===== src/rtl/core1_sequencer.sv =====
// core1_sequencer
//
// Request/response front end for the combinational GF(2^m) operation core
// (square, XOR, mask, LUT multiply). One operation is in flight at a time.
// An accepted request loads registered operands and a select into the core.
// The inputs are held for SETTLE cycles, and then the core's two result
// halves are captured and offered on the response channel. Core inputs
// are always driven, never Z. They read 0 whenever no operation is being
// driven.
//
// Ports:
//   clk        in   1    rising-edge clock
//   rst        in   1    asynchronous active-high reset
//   req_valid  in   1    request valid
//   req_ready  out  1    high in IDLE; accept = req_valid && req_ready
//   req_op     in   3    opcode (1 SQR, 2 XOR, 3 LUT, 4 MASK; others illegal)
//   req_a      in   256  operand A
//   req_b      in   256  operand B
//   core_a     out  256  registered operand A to core
//   core_b     out  256  registered operand B to core
//   core_sel   out  3    registered select to core, 0 when not driving
//   core_c     in   128  core upper result
//   core_d     in   128  core lower result
//   rsp_valid  out  1    response valid
//   rsp_ready  in   1    response consumed when high with rsp_valid
//   rsp_c      out  128  captured upper result
//   rsp_d      out  128  captured lower result
//   rsp_op     out  3    opcode of this response
//   rsp_err    out  1    illegal opcode flag
//   busy       out  1    high in every state except IDLE
module core1_sequencer #(
    parameter int SETTLE = 2
) (
    input  logic         clk,
    input  logic         rst,
    input  logic         req_valid,
    output logic         req_ready,
    input  logic [2:0]   req_op,
    input  logic [255:0] req_a,
    input  logic [255:0] req_b,
    output logic [255:0] core_a,
    output logic [255:0] core_b,
    output logic [2:0]   core_sel,
    input  logic [127:0] core_c,
    input  logic [127:0] core_d,
    output logic         rsp_valid,
    input  logic         rsp_ready,
    output logic [127:0] rsp_c,
    output logic [127:0] rsp_d,
    output logic [2:0]   rsp_op,
    output logic         rsp_err,
    output logic         busy
);

    localparam logic [2:0] OP_SQR  = 3'b001;
    localparam logic [2:0] OP_XOR  = 3'b010;
    localparam logic [2:0] OP_LUT  = 3'b011;
    localparam logic [2:0] OP_MASK = 3'b100;

    // The counter counts down to zero. The capture happens on the edge
    // where it already reads zero, so it is loaded with SETTLE-1. That
    // holds the core inputs for exactly SETTLE cycles.
    localparam logic [7:0] CNT_LOAD = 8'(SETTLE - 1);

    typedef enum logic [1:0] {
        IDLE  = 2'd0,
        DRIVE = 2'd1,
        RESP  = 2'd2
    } state_t;

    state_t         state;
    logic [7:0]     cnt;
    logic           op_legal;
    logic [255:0]   op_a;
    logic [255:0]   op_b;

    assign req_ready = (state == IDLE);

    // Shape the operands for the selected operation. Bits the core does
    // not use are forced to zero so stale upper operand bits never reach it.
    always_comb begin
        op_legal = 1'b0;
        op_a     = '0;
        op_b     = '0;
        case (req_op)
            OP_SQR: begin
                op_legal = 1'b1;
                op_a     = {128'b0, req_a[127:0]};
            end
            OP_XOR: begin
                op_legal = 1'b1;
                op_a     = req_a;
                op_b     = req_b;
            end
            OP_LUT: begin
                op_legal = 1'b1;
                op_a     = {192'b0, req_a[63:0]};
                op_b     = {192'b0, req_b[63:0]};
            end
            OP_MASK: begin
                op_legal = 1'b1;
                op_a     = {192'b0, req_a[63:0]};
                op_b     = {248'b0, req_b[7:0]};
            end
            default: begin
                op_legal = 1'b0;
            end
        endcase
    end

    always_ff @(posedge clk or posedge rst) begin
        if (rst) begin
            state     <= IDLE;
            cnt       <= 8'd0;
            core_a    <= '0;
            core_b    <= '0;
            core_sel  <= 3'd0;
            rsp_valid <= 1'b0;
            rsp_c     <= '0;
            rsp_d     <= '0;
            rsp_op    <= 3'd0;
            rsp_err   <= 1'b0;
            busy      <= 1'b0;
        end else begin
            case (state)
                IDLE: begin
                    if (req_valid) begin
                        busy <= 1'b1;
                        if (op_legal) begin
                            core_sel <= req_op;
                            core_a   <= op_a;
                            core_b   <= op_b;
                            cnt      <= CNT_LOAD;
                            state    <= DRIVE;
                        end else begin
                            // Illegal opcodes never touch the core. They
                            // answer immediately with an error response.
                            rsp_c     <= '0;
                            rsp_d     <= '0;
                            rsp_op    <= req_op;
                            rsp_err   <= 1'b1;
                            rsp_valid <= 1'b1;
                            state     <= RESP;
                        end
                    end
                end

                DRIVE: begin
                    if (cnt != 8'd0) begin
                        cnt <= cnt - 8'd1;
                    end else begin
                        rsp_c     <= core_c;
                        rsp_d     <= core_d;
                        rsp_op    <= core_sel;
                        rsp_err   <= 1'b0;
                        rsp_valid <= 1'b1;
                        core_a    <= '0;
                        core_b    <= '0;
                        core_sel  <= 3'd0;
                        state     <= RESP;
                    end
                end

                RESP: begin
                    // The response payload stays in place after the handshake.
                    // Only the valid and busy flags drop.
                    if (rsp_ready) begin
                        rsp_valid <= 1'b0;
                        busy      <= 1'b0;
                        state     <= IDLE;
                    end
                end

                default: begin
                    state <= IDLE;
                end
            endcase
        end
    end

endmodule


===== config.mk =====
export PLATFORM = sky130hd
export DESIGN_NAME = core1_sequencer
export DESIGN_NICKNAME = d
export VERILOG_FILES = /design/src/rtl/core1_sequencer.sv
export SDC_FILE = /design/constraint.sdc
export NUM_CORES = 1
export LEC_CHECK = 0
export ABC_CLOCK_PERIOD_IN_PS = 32600
export CORE_AREA = 2 2 599 601
export DETAILED_ROUTE_END_ITERATION = 10
export DIE_AREA = 0 0 601 603
export MAX_ROUTING_LAYER = met4
export PLACE_DENSITY = 0.3
export SETUP_SLACK_MARGIN = 0.3
export SYNTH_ARGS = -nofsm -noshare
export SYNTH_HDL_FRONTEND = slang
export SYNTH_SLANG_ARGS = --single-unit

===== constraint.sdc =====
create_clock -name clk -period 32.6 [get_ports clk]
set_input_delay 4.89 -clock clk [delete_from_list [all_inputs] [get_ports clk]]
set_output_delay 4.89 -clock clk [all_outputs]
set_load 0.05 [all_outputs]

==> results of run 1 <==
==> flip-flops by register name (all words and copies together), names as in the netlist, 2 cells and up <==
register and cells:
cnt 8, core_a 256, core_sel 3, rsp_c 128
core_b 256, rsp_d 128, state 2, rsp_op 3
==> stage by stage <==
step                      power (mW)  cells  setup WS (ns)  utilization [%]
after detailed placement        4.46   9520          22.49             15.6
after floorplan                 3.14   3363           5.61                -
after CTS                       5.87   9728          23.41             16.7
after global placement          4.46   9520          22.46             15.6
final                           5.70   9806          23.35             16.8
after global routing            5.99   9795          23.15             16.7
==> cells in the mapped netlist, drive strengths merged <==
master / number / area (µm²)
mux2i: 697 / 6980
dfrtp: 787 / 19700
nand4: 64 / 400
a21oi: 5 / 25.0
ha: 2 / 25.0
nor4b: 1 / 8.76
nand3: 5 / 25.0
inv: 778 / 2920
nor3: 10 / 71.3
o21ai: 75 / 375
clkbuf: 101 / 379
a21o: 4 / 30.0
nor4: 2 / 12.5
mux2: 12 / 135
nor2b: 1 / 6.26
xnor2: 1 / 8.76
and3: 3 / 18.8
nor3b: 1 / 7.51
a211o: 3 / 26.3
nand2b: 4 / 25.0
o21a: 3 / 22.5
a31o: 1 / 8.76
nor2: 15 / 56.3
buf: 84 / 713
or3b: 2 / 17.5
nand2: 702 / 2640
==> final timing paths <==
path,from,to,slack [ns],cells after the start
worst max-delay path,req_op[2],rsp_c[44]$_DFFE_PP0P_,23.35,9
worst min-delay path,core_b[5]$_DFFE_PP0P_,core_b[5]$_DFFE_PP0P_,0.49,1
worst max register to register,state[0]$_DFFE_PP0P_,rsp_c[44]$_DFFE_PP0P_,27.01,8
worst min register to register,core_b[5]$_DFFE_PP0P_,core_b[5]$_DFFE_PP0P_,0.49,1
max in group asynchronous,rst,rsp_d[75]$_DFFE_PP0P_,25.01,5
min in group asynchronous,rst,core_a[101]$_DFFE_PP0P_,4.52,2
==> worst max-delay path, stage by stage <==
cell and delay, ns:
clkdlybuf4s50_1 0.57, nor3_1 0.62, nor2_4 0.08, o21ai_4 0.16, buf_4 0.67, buf_4 0.87, buf_12 0.81, buf_4 0.79
mux2i_1 0.27
==> layout make-up <==
type	instances	share of cell area (%)
Antenna cell	78	0.328
Clock buffer	182	5.89
Clock inverter	26	0.683
Inverter	778	4.92
Multi-Input combinational cell	1613	18.4
Sequential cell	787	33.1
Tap cell	4751	9.98
Timing Repair Buffer	1591	26.7
==> power by group through the flow <==
stage | clock, mW | combinational (mW) | sequential, mW
final | 1.34 | 2.87 | 1.49
after global routing | 1.44 | 3.02 | 1.53
after CTS | 1.41 | 2.96 | 1.50
after detailed placement | 0 | 2.94 | 1.51
after global placement | 0 | 2.95 | 1.51
after floorplan | 0 | 0.688 | 2.45
==> cells in the final DEF (no fill, tap or decap), types with 10 or more instances in the layout <==
cell type           n
clkinv_2           10
nand2_1           702
dfrtp_1           787
diode_2            78
nand4_1            64
mux2i_1           697
clkbuf_1           36
o21ai_0            74
clkdlybuf4s50_1  1550
clkbuf_8           25
buf_4              36
clkbuf_16         121
inv_1             777
nor2_1             13
==> routing by layer <==
layer | wire, µm | global-route usage (%)
met1 | 101000 | 15.6
met2 | 131000 | 24.9
met5 | 0 | -
met4 | 5570 | 2.67
met3 | 25300 | 6.33
==> kinds of logic after synthesis <==
group	Yosys count
buf+inv	963
simple gates	810
flops	787
mux	709
compound gates	91
fa+ha+maj	2
xor+xnor	1
==> impl_metrics.ini, run 1 <==
[synthesis]
yosysUniqueCellTypes = 32
ys_seq_elements = 787
syn-num-nets = 4140
synth_fa_ha_area_share_pct = 0.0723
synth-xor-area-share_pct = 0.0253
synth_compound_area_share_pct = 1.41
ys_seq_area_share_pct = 56.9
synth_area_per_cell_um2 = 10.3
synth_top_family_by_area = multiplexers
synthCells = 3363
synth_area_um2 = 34600
synth-simple-area-share_pct = 9.49
synthMuxAreaShare_pct = 20.5
yosys_warnings = 0

[finish]
seqCellArea_um2 = 19700
layout-drive-gt1-share_pct = 4.66
area_growth_pct = 72.0
multi_input_area_um2 = 11000
final_cell_area_um2 = 59500
final_nets = 5668
fill_cells = 39818

[floorplan]
core_region_area_um2 = 355000
rows = 219
io_pins = 1553
die_h_um = 603
start_util_pct = 9.74
die_w_um = 601
die-area_um2 = 362000

[routing]
wl_um = 263000
via_count = 29767
drc = 0
wire_per_inst_um = 26.9
drtAntennaViolNets = 0
drt-initial-drc-count = 1424
vias_per_cell = 3.04
drt_first_pass_iters = 5

[global_routing]
grt_pass1_wl_um = 340000
antenna_found_initial = 200
grtUsageTotal_pct = 14.5
overflow = 0
grt_max_degree = 147
grt_pass1_vias = 31772

[sta]
tns_ns = 0
clock_skew_ns = 0.0595
drv_slew = 0
rsz0062_at_grt = false
slew_headroom_pct = 20.8
report.final.hold_viol_count = 0
fin_crit_ns = 9.25
timing.fmax_mhz = 108
worstMarginPinSlew_ns = 1.18
whs_ns = 0.489
fin_crit_sh_pct = 28.4
setup_viol = 0

[power]
leakage_nw = 23.0
ir_worst_vdd_mv = 0.0603
switching_power_mw = 2.76
pwr-share-seq_pct = 26.2
sw_frac_of_total_pct = 48.5
power_frac_comb_pct = 50.3
power.share.clock_pct = 23.5
power_density_nw_per_um2 = 95.8
intPower_mw = 2.94

[clock_tree]
cts_sinks = 787
clkLatencyLatePin_ns = 0.86
root_buffer = clkbuf_16
ctsResizeCount = 0
clk_pin_slew_ns = 0.05
cts_tree = yes
cts_buffers = 120
hold_buffers = 0
cts_setup_buffers = 0
clockBufferDepth = 4
htreeDepth = 3

[placement]
postPlaceCellArea_um2 = 55400
dp.final_hpwl_um = 216000
portBuffers = 1552
globalplace.congestion = 0.884

[worst_setup_path]
endpoint_kind = flip-flop
cp.arrival_ns = 9.98
crit_fanout = 123
cp-start-kind = input pin
crit_type = in -> reg
required_ns = 33.33

[status]
status = complete, no violations

[flow_run]
maxCapViolations = 0

[min_path]
hold_path_class = reg -> reg
(Power assumes the default switching activity.)
==> run 2, diff against run 1 <==
Settings changed: ABC_CLOCK_PERIOD_IN_PS 32600 to 9540.
Clock period 32.6 ns to 9.54 ns, I/O delays scaled along.
==> impl_metrics.ini, run 2 (synthesized netlist as in run 1, its figures left out) <==
[floorplan]
die_h_um = 603
die_w_um = 601
io_pins = 1553
rows = 219
die-area_um2 = 362000
core_region_area_um2 = 355000
start_util_pct = 9.74

[worst_setup_path]
crit_type = in -> reg
critPathMaxStageDelay_ns = 0.79
cp_slowest_cell = buf_4
endpoint_kind = flip-flop
cp-start-kind = input pin
cp.arrival_ns = 5.48
required_ns = 10.26
crit_top_cell = buf_4
crit_fanout = 47
crit_chain = clkdlybuf4s50_1 > o21a_1 > nor3_4 > buf_4 > nand2b_4 > buf_4 > buf_4 > mux2i_1

[sta]
setup_viol = 0
fin_crit_ns = 4.76
clock_skew_ns = 0.0495
worstMarginPinSlew_ns = 1.20
slew_headroom_pct = 19.7
timing.fmax_mhz = 210
rsz0062_at_grt = false
drv_slew = 0
post-route-worst-setup-slack_ns = 4.78
whs_ns = 0.489
fin_crit_sh_pct = 49.9
report.final.hold_viol_count = 0

[clock_tree]
cts_setup_buffers = 0
root_buffer = clkbuf_16
hold_buffers = 0
cts_sinks = 787
clockBufferDepth = 4
clkLatencyLatePin_ns = 0.88
ctsResizeCount = 0
cts_tree = yes
cts_buffers = 122
clk_pin_slew_ns = 0.06
htreeDepth = 3

[finish]
area_growth_pct = 72.7
final_nets = 5673
final_common_cell = clkdlybuf4s50_1
layout-drive-gt1-share_pct = 5.21
layout_common_cells = clkdlybuf4s50_1, dfrtp_1, inv_1, nand2_1, mux2i_1
largestRegisters = core_a x256, core_b x256

[placement]
portBuffers = 1552
place_ws_ns = 3.82
dp.final_hpwl_um = 215000
globalplace.congestion = 0.867

[flow_run]
maxCapViolations = 0

[power]
power_density_nw_per_um2 = 328
leakage_nw = 23.1
ir_worst_vdd_mv = 0.224
fin_total_pwr_mw = 19.6

[routing]
wire_per_inst_um = 26.8
drtAntennaViolNets = 0
drt_first_pass_iters = 5
vias_per_cell = 3.05
wl_um = 263000
drc = 0
via_count = 29990
drt-initial-drc-count = 1422

[global_routing]
overflow = 0
antenna_found_initial = 201
grt_max_degree = 148
grt_pass1_vias = 31492
grt_pass1_wl_um = 338000
grtUsageTotal_pct = 14.5

[status]
status = complete, no violations

[min_path]
hold_path_class = reg -> reg
==> run 2: changes by cell type in the layout (fill, tap and decap cells not counted), sizes merged <==
cell           delta
clkbuf            -3
clkinv           +10
buf               +5
clkinvlp          +4
clkdlybuf4s50     -2
inv               +1
diode             +1
==> run 2: final timing paths <==
check | start | end | slack [ns] | cells after the start
max in group asynchronous | rst | rsp_c[13]$_DFFE_PP0P_ | 6.45 | 5
min in group asynchronous | rst | core_a[72]$_DFFE_PP0P_ | 1.19 | 3
worst min-delay path | core_b[7]$_DFFE_PP0P_ | core_b[7]$_DFFE_PP0P_ | 0.49 | 1
worst max register to register | state[1]$_DFFE_PP0P_ | core_b[146]$_DFFE_PP0P_ | 5.33 | 7
worst max-delay path | req_op[1] | core_b[146]$_DFFE_PP0P_ | 4.78 | 8
worst min register to register | core_b[7]$_DFFE_PP0P_ | core_b[7]$_DFFE_PP0P_ | 0.49 | 1
==> run 2: area by class of cell <==
cell class | instances | area (µm²)
inverter | 778 | 2920
clock buffer | 179 | 3590
timing repair buffer | 1594 | 16000
multi-input combinational | 1613 | 11000
tap | 4751 | 5940
antenna | 79 | 198
fill | 39794 | 296000
sequential | 787 | 19700
clock inverter | 41 | 504
==> run 2: worst max-delay path, delay by kind of cell <==
kind	cells	cell delay [ns]
AND/OR/NAND/NOR	2	0.72
AO/OA/AOI/OAI	1	0.35
multiplexers	1	0.27
buffers and inverters	4	2.50
==> run 2: through the flow <==
stage / TNS, ns / instance area [µm²] / std cells / utilization [%]
after floorplan: -2116.95 / 34600 / 3363 / -
after global placement: 0 / 55500 / 9523 / 15.6
after detailed placement: 0 / 55500 / 9523 / 15.6
after CTS: 0 / 59600 / 9743 / 16.8
after global routing: 0 / 59800 / 9817 / 16.8
final: 0 / 59800 / 9822 / 16.8
==> run 2: report_power, final <==
| group | internal (mW) | total (mW) | switching [mW] |
|---|---|---|---|
| clock network | 2.83 | 4.74 | 1.91 |
| registers | 4.35 | 5.06 | 0.710 |
| logic | 2.95 | 9.79 | 6.84 |
| total | 10.1 | 19.6 | 9.46 |
==> run 2: routing by layer <==
metal | track usage, % | wire length [µm] | up-vias
met4 | 2.54 | 5140 | 0
li1 | - | - | 13521
met2 | 24.8 | 131000 | 1264
met5 | - | 0 | -
met1 | 15.5 | 100000 | 14893
met3 | 6.41 | 26700 | 312
==> run 3, diff against run 2 <==
Settings changed: ABC_CLOCK_PERIOD_IN_PS 9540 to 4900.
Clock period 9.54 ns to 4.9 ns, I/O delays scaled along.
==> impl_metrics.ini, run 3 (synthesized netlist as in run 1, its figures left out) <==
[worst_setup_path]
crit_type = reg -> reg
cp-start-kind = flip-flop
crit_fanout = 35
crit_chain = nor2b_4 > nand3_1 > nand2b_4 > buf_12 > buf_4 > mux2i_1
cp_slowest_cell = nor2b_4
crit_buf_inv = 2
required_ns = 5.61
setup.worst_path.start = state[0]$_DFFE_PP0P_
timing.rr.start = state[0]$_DFFE_PP0P_
endpoint_kind = flip-flop
critPathMaxStageDelay_ns = 0.69
crit_family = simple AND/OR/NAND/NOR gates
cp.arrival_ns = 4.00

[power]
leakage_nw = 23.3
power_density_nw_per_um2 = 634
ir_worst_vdd_mv = 0.355

[routing]
drtAntennaViolNets = 0
drt-initial-drc-count = 1512
drt_first_pass_iters = 5
drc = 0
via_count = 30053
vias_per_cell = 3.05
wire_per_inst_um = 26.7
wl_um = 263000

[status]
status = complete, no violations

[clock_tree]
hold_buffers = 0
root_buffer = clkbuf_16
clk_pin_slew_ns = 0.06
clkLatencyLatePin_ns = 0.89
clockBufferDepth = 4
cts_tree = yes
ctsResizeCount = 0
cts_sinks = 787
cts_setup_buffers = 0
htreeDepth = 3
cts_buffers = 120

[finish]
area_growth_pct = 73.8
multi_input_area_um2 = 11000
seqCellArea_um2 = 19700
final_util_pct = 16.9
final_nets = 5715
layout-drive-gt1-share_pct = 5.99
final_common_cell = clkdlybuf4s50_1
fill_cells = 39689
largestRegisters = core_a x256, core_b x256
layout_common_cells = clkdlybuf4s50_1, dfrtp_1, inv_1, nand2_1, mux2i_1
final_cell_area_um2 = 60200

[floorplan]
start_util_pct = 9.74
die_w_um = 601
io_pins = 1553
die-area_um2 = 362000
rows = 219
die_h_um = 603
core_region_area_um2 = 355000

[global_routing]
overflow = 0
grt_pass1_vias = 31950
grtUsageTotal_pct = 14.5
grt_max_degree = 130
antenna_found_initial = 170
grt_pass1_wl_um = 340000

[sta]
slew_headroom_pct = 30.3
setup_viol = 0
report.final.hold_viol_count = 0
fin_crit_ns = 3.30
clock_skew_ns = 0.0594
tns_ns = 0
fin_crit_sh_pct = 67.3
drv_slew = 0
rsz0062_at_grt = false
timing.fmax_mhz = 303
worstMarginPinSlew_ns = 1.04

[flow_run]
maxCapViolations = 0

[placement]
portBuffers = 1552
postPlaceCellArea_um2 = 56000
dp.final_hpwl_um = 219000
globalplace.congestion = 0.902

[min_path]
holdCritStartpoint = core_c[2]
hold_path_class = in -> reg
==> run 3: per-stage QoR <==
stage | std cells | hold WS, ns | setup WS, ns | total power [mW]
after global placement | 9567 | 0.476 | 1.26 | 29.8
after detailed placement | 9567 | 0.480 | 1.22 | 29.8
after global routing | 9842 | 0.335 | 1.33 | 40.0
after floorplan | 3363 | 0.486 | -6.63 | 20.9
after CTS | 9774 | 0.278 | 1.45 | 39.1
final | 9851 | 0.392 | 1.60 | 38.1
==> run 3: per-layer routing <==
metal	track usage, %	routed length [µm]	share of wire, %
met5	-	0	0
met4	2.29	4770	1.8
met3	6.25	25100	9.5
met2	25.1	132000	50
met1	15.5	101000	38
==> run 3: final timing paths <==
kind / to / slack [ns] / depth (start not counted)
hold / removal: rsp_c[2]$_DFFE_PP0P_ / 0.39 / 3
max in group asynchronous: rsp_d[38]$_DFFE_PP0P_ / 3.09 / 4
setup reg to reg: core_b[187]$_DFFE_PP0P_ / 1.60 / 6
hold reg to reg: core_b[3]$_DFFE_PP0P_ / 0.49 / 1
setup / recovery: core_b[187]$_DFFE_PP0P_ / 1.60 / 6
min in group asynchronous: core_a[104]$_DFFE_PP0P_ / 0.49 / 2
==> run 3: cell type report <==
class	count	share of cell area [%]
antenna	77	0.320
clock buffer	176	5.97
clock inverter	31	0.566
inverter	778	4.86
multi-input combinational	1613	18.2
sequential	787	32.7
tap	4751	9.88
timing repair buffer	1638	27.4
==> run 3: worst min-delay path, delay by kind of cell <==
| kind | cells | cell delay (ns) |
|---|---|---|
| simple gates | 1 | 0.05 |
| buf+inv | 1 | 0.39 |
| mux | 1 | 0.06 |
==> run 3: report_power, final <==
part	internal, mW	total, mW	leakage, nW	switching (mW)
Sequential	8.46	9.91	10.6	1.44
Clock	5.28	8.90	1.94	3.62
Combinational	5.88	19.3	10.7	13.5
Total	19.6	38.1	23.3	18.5
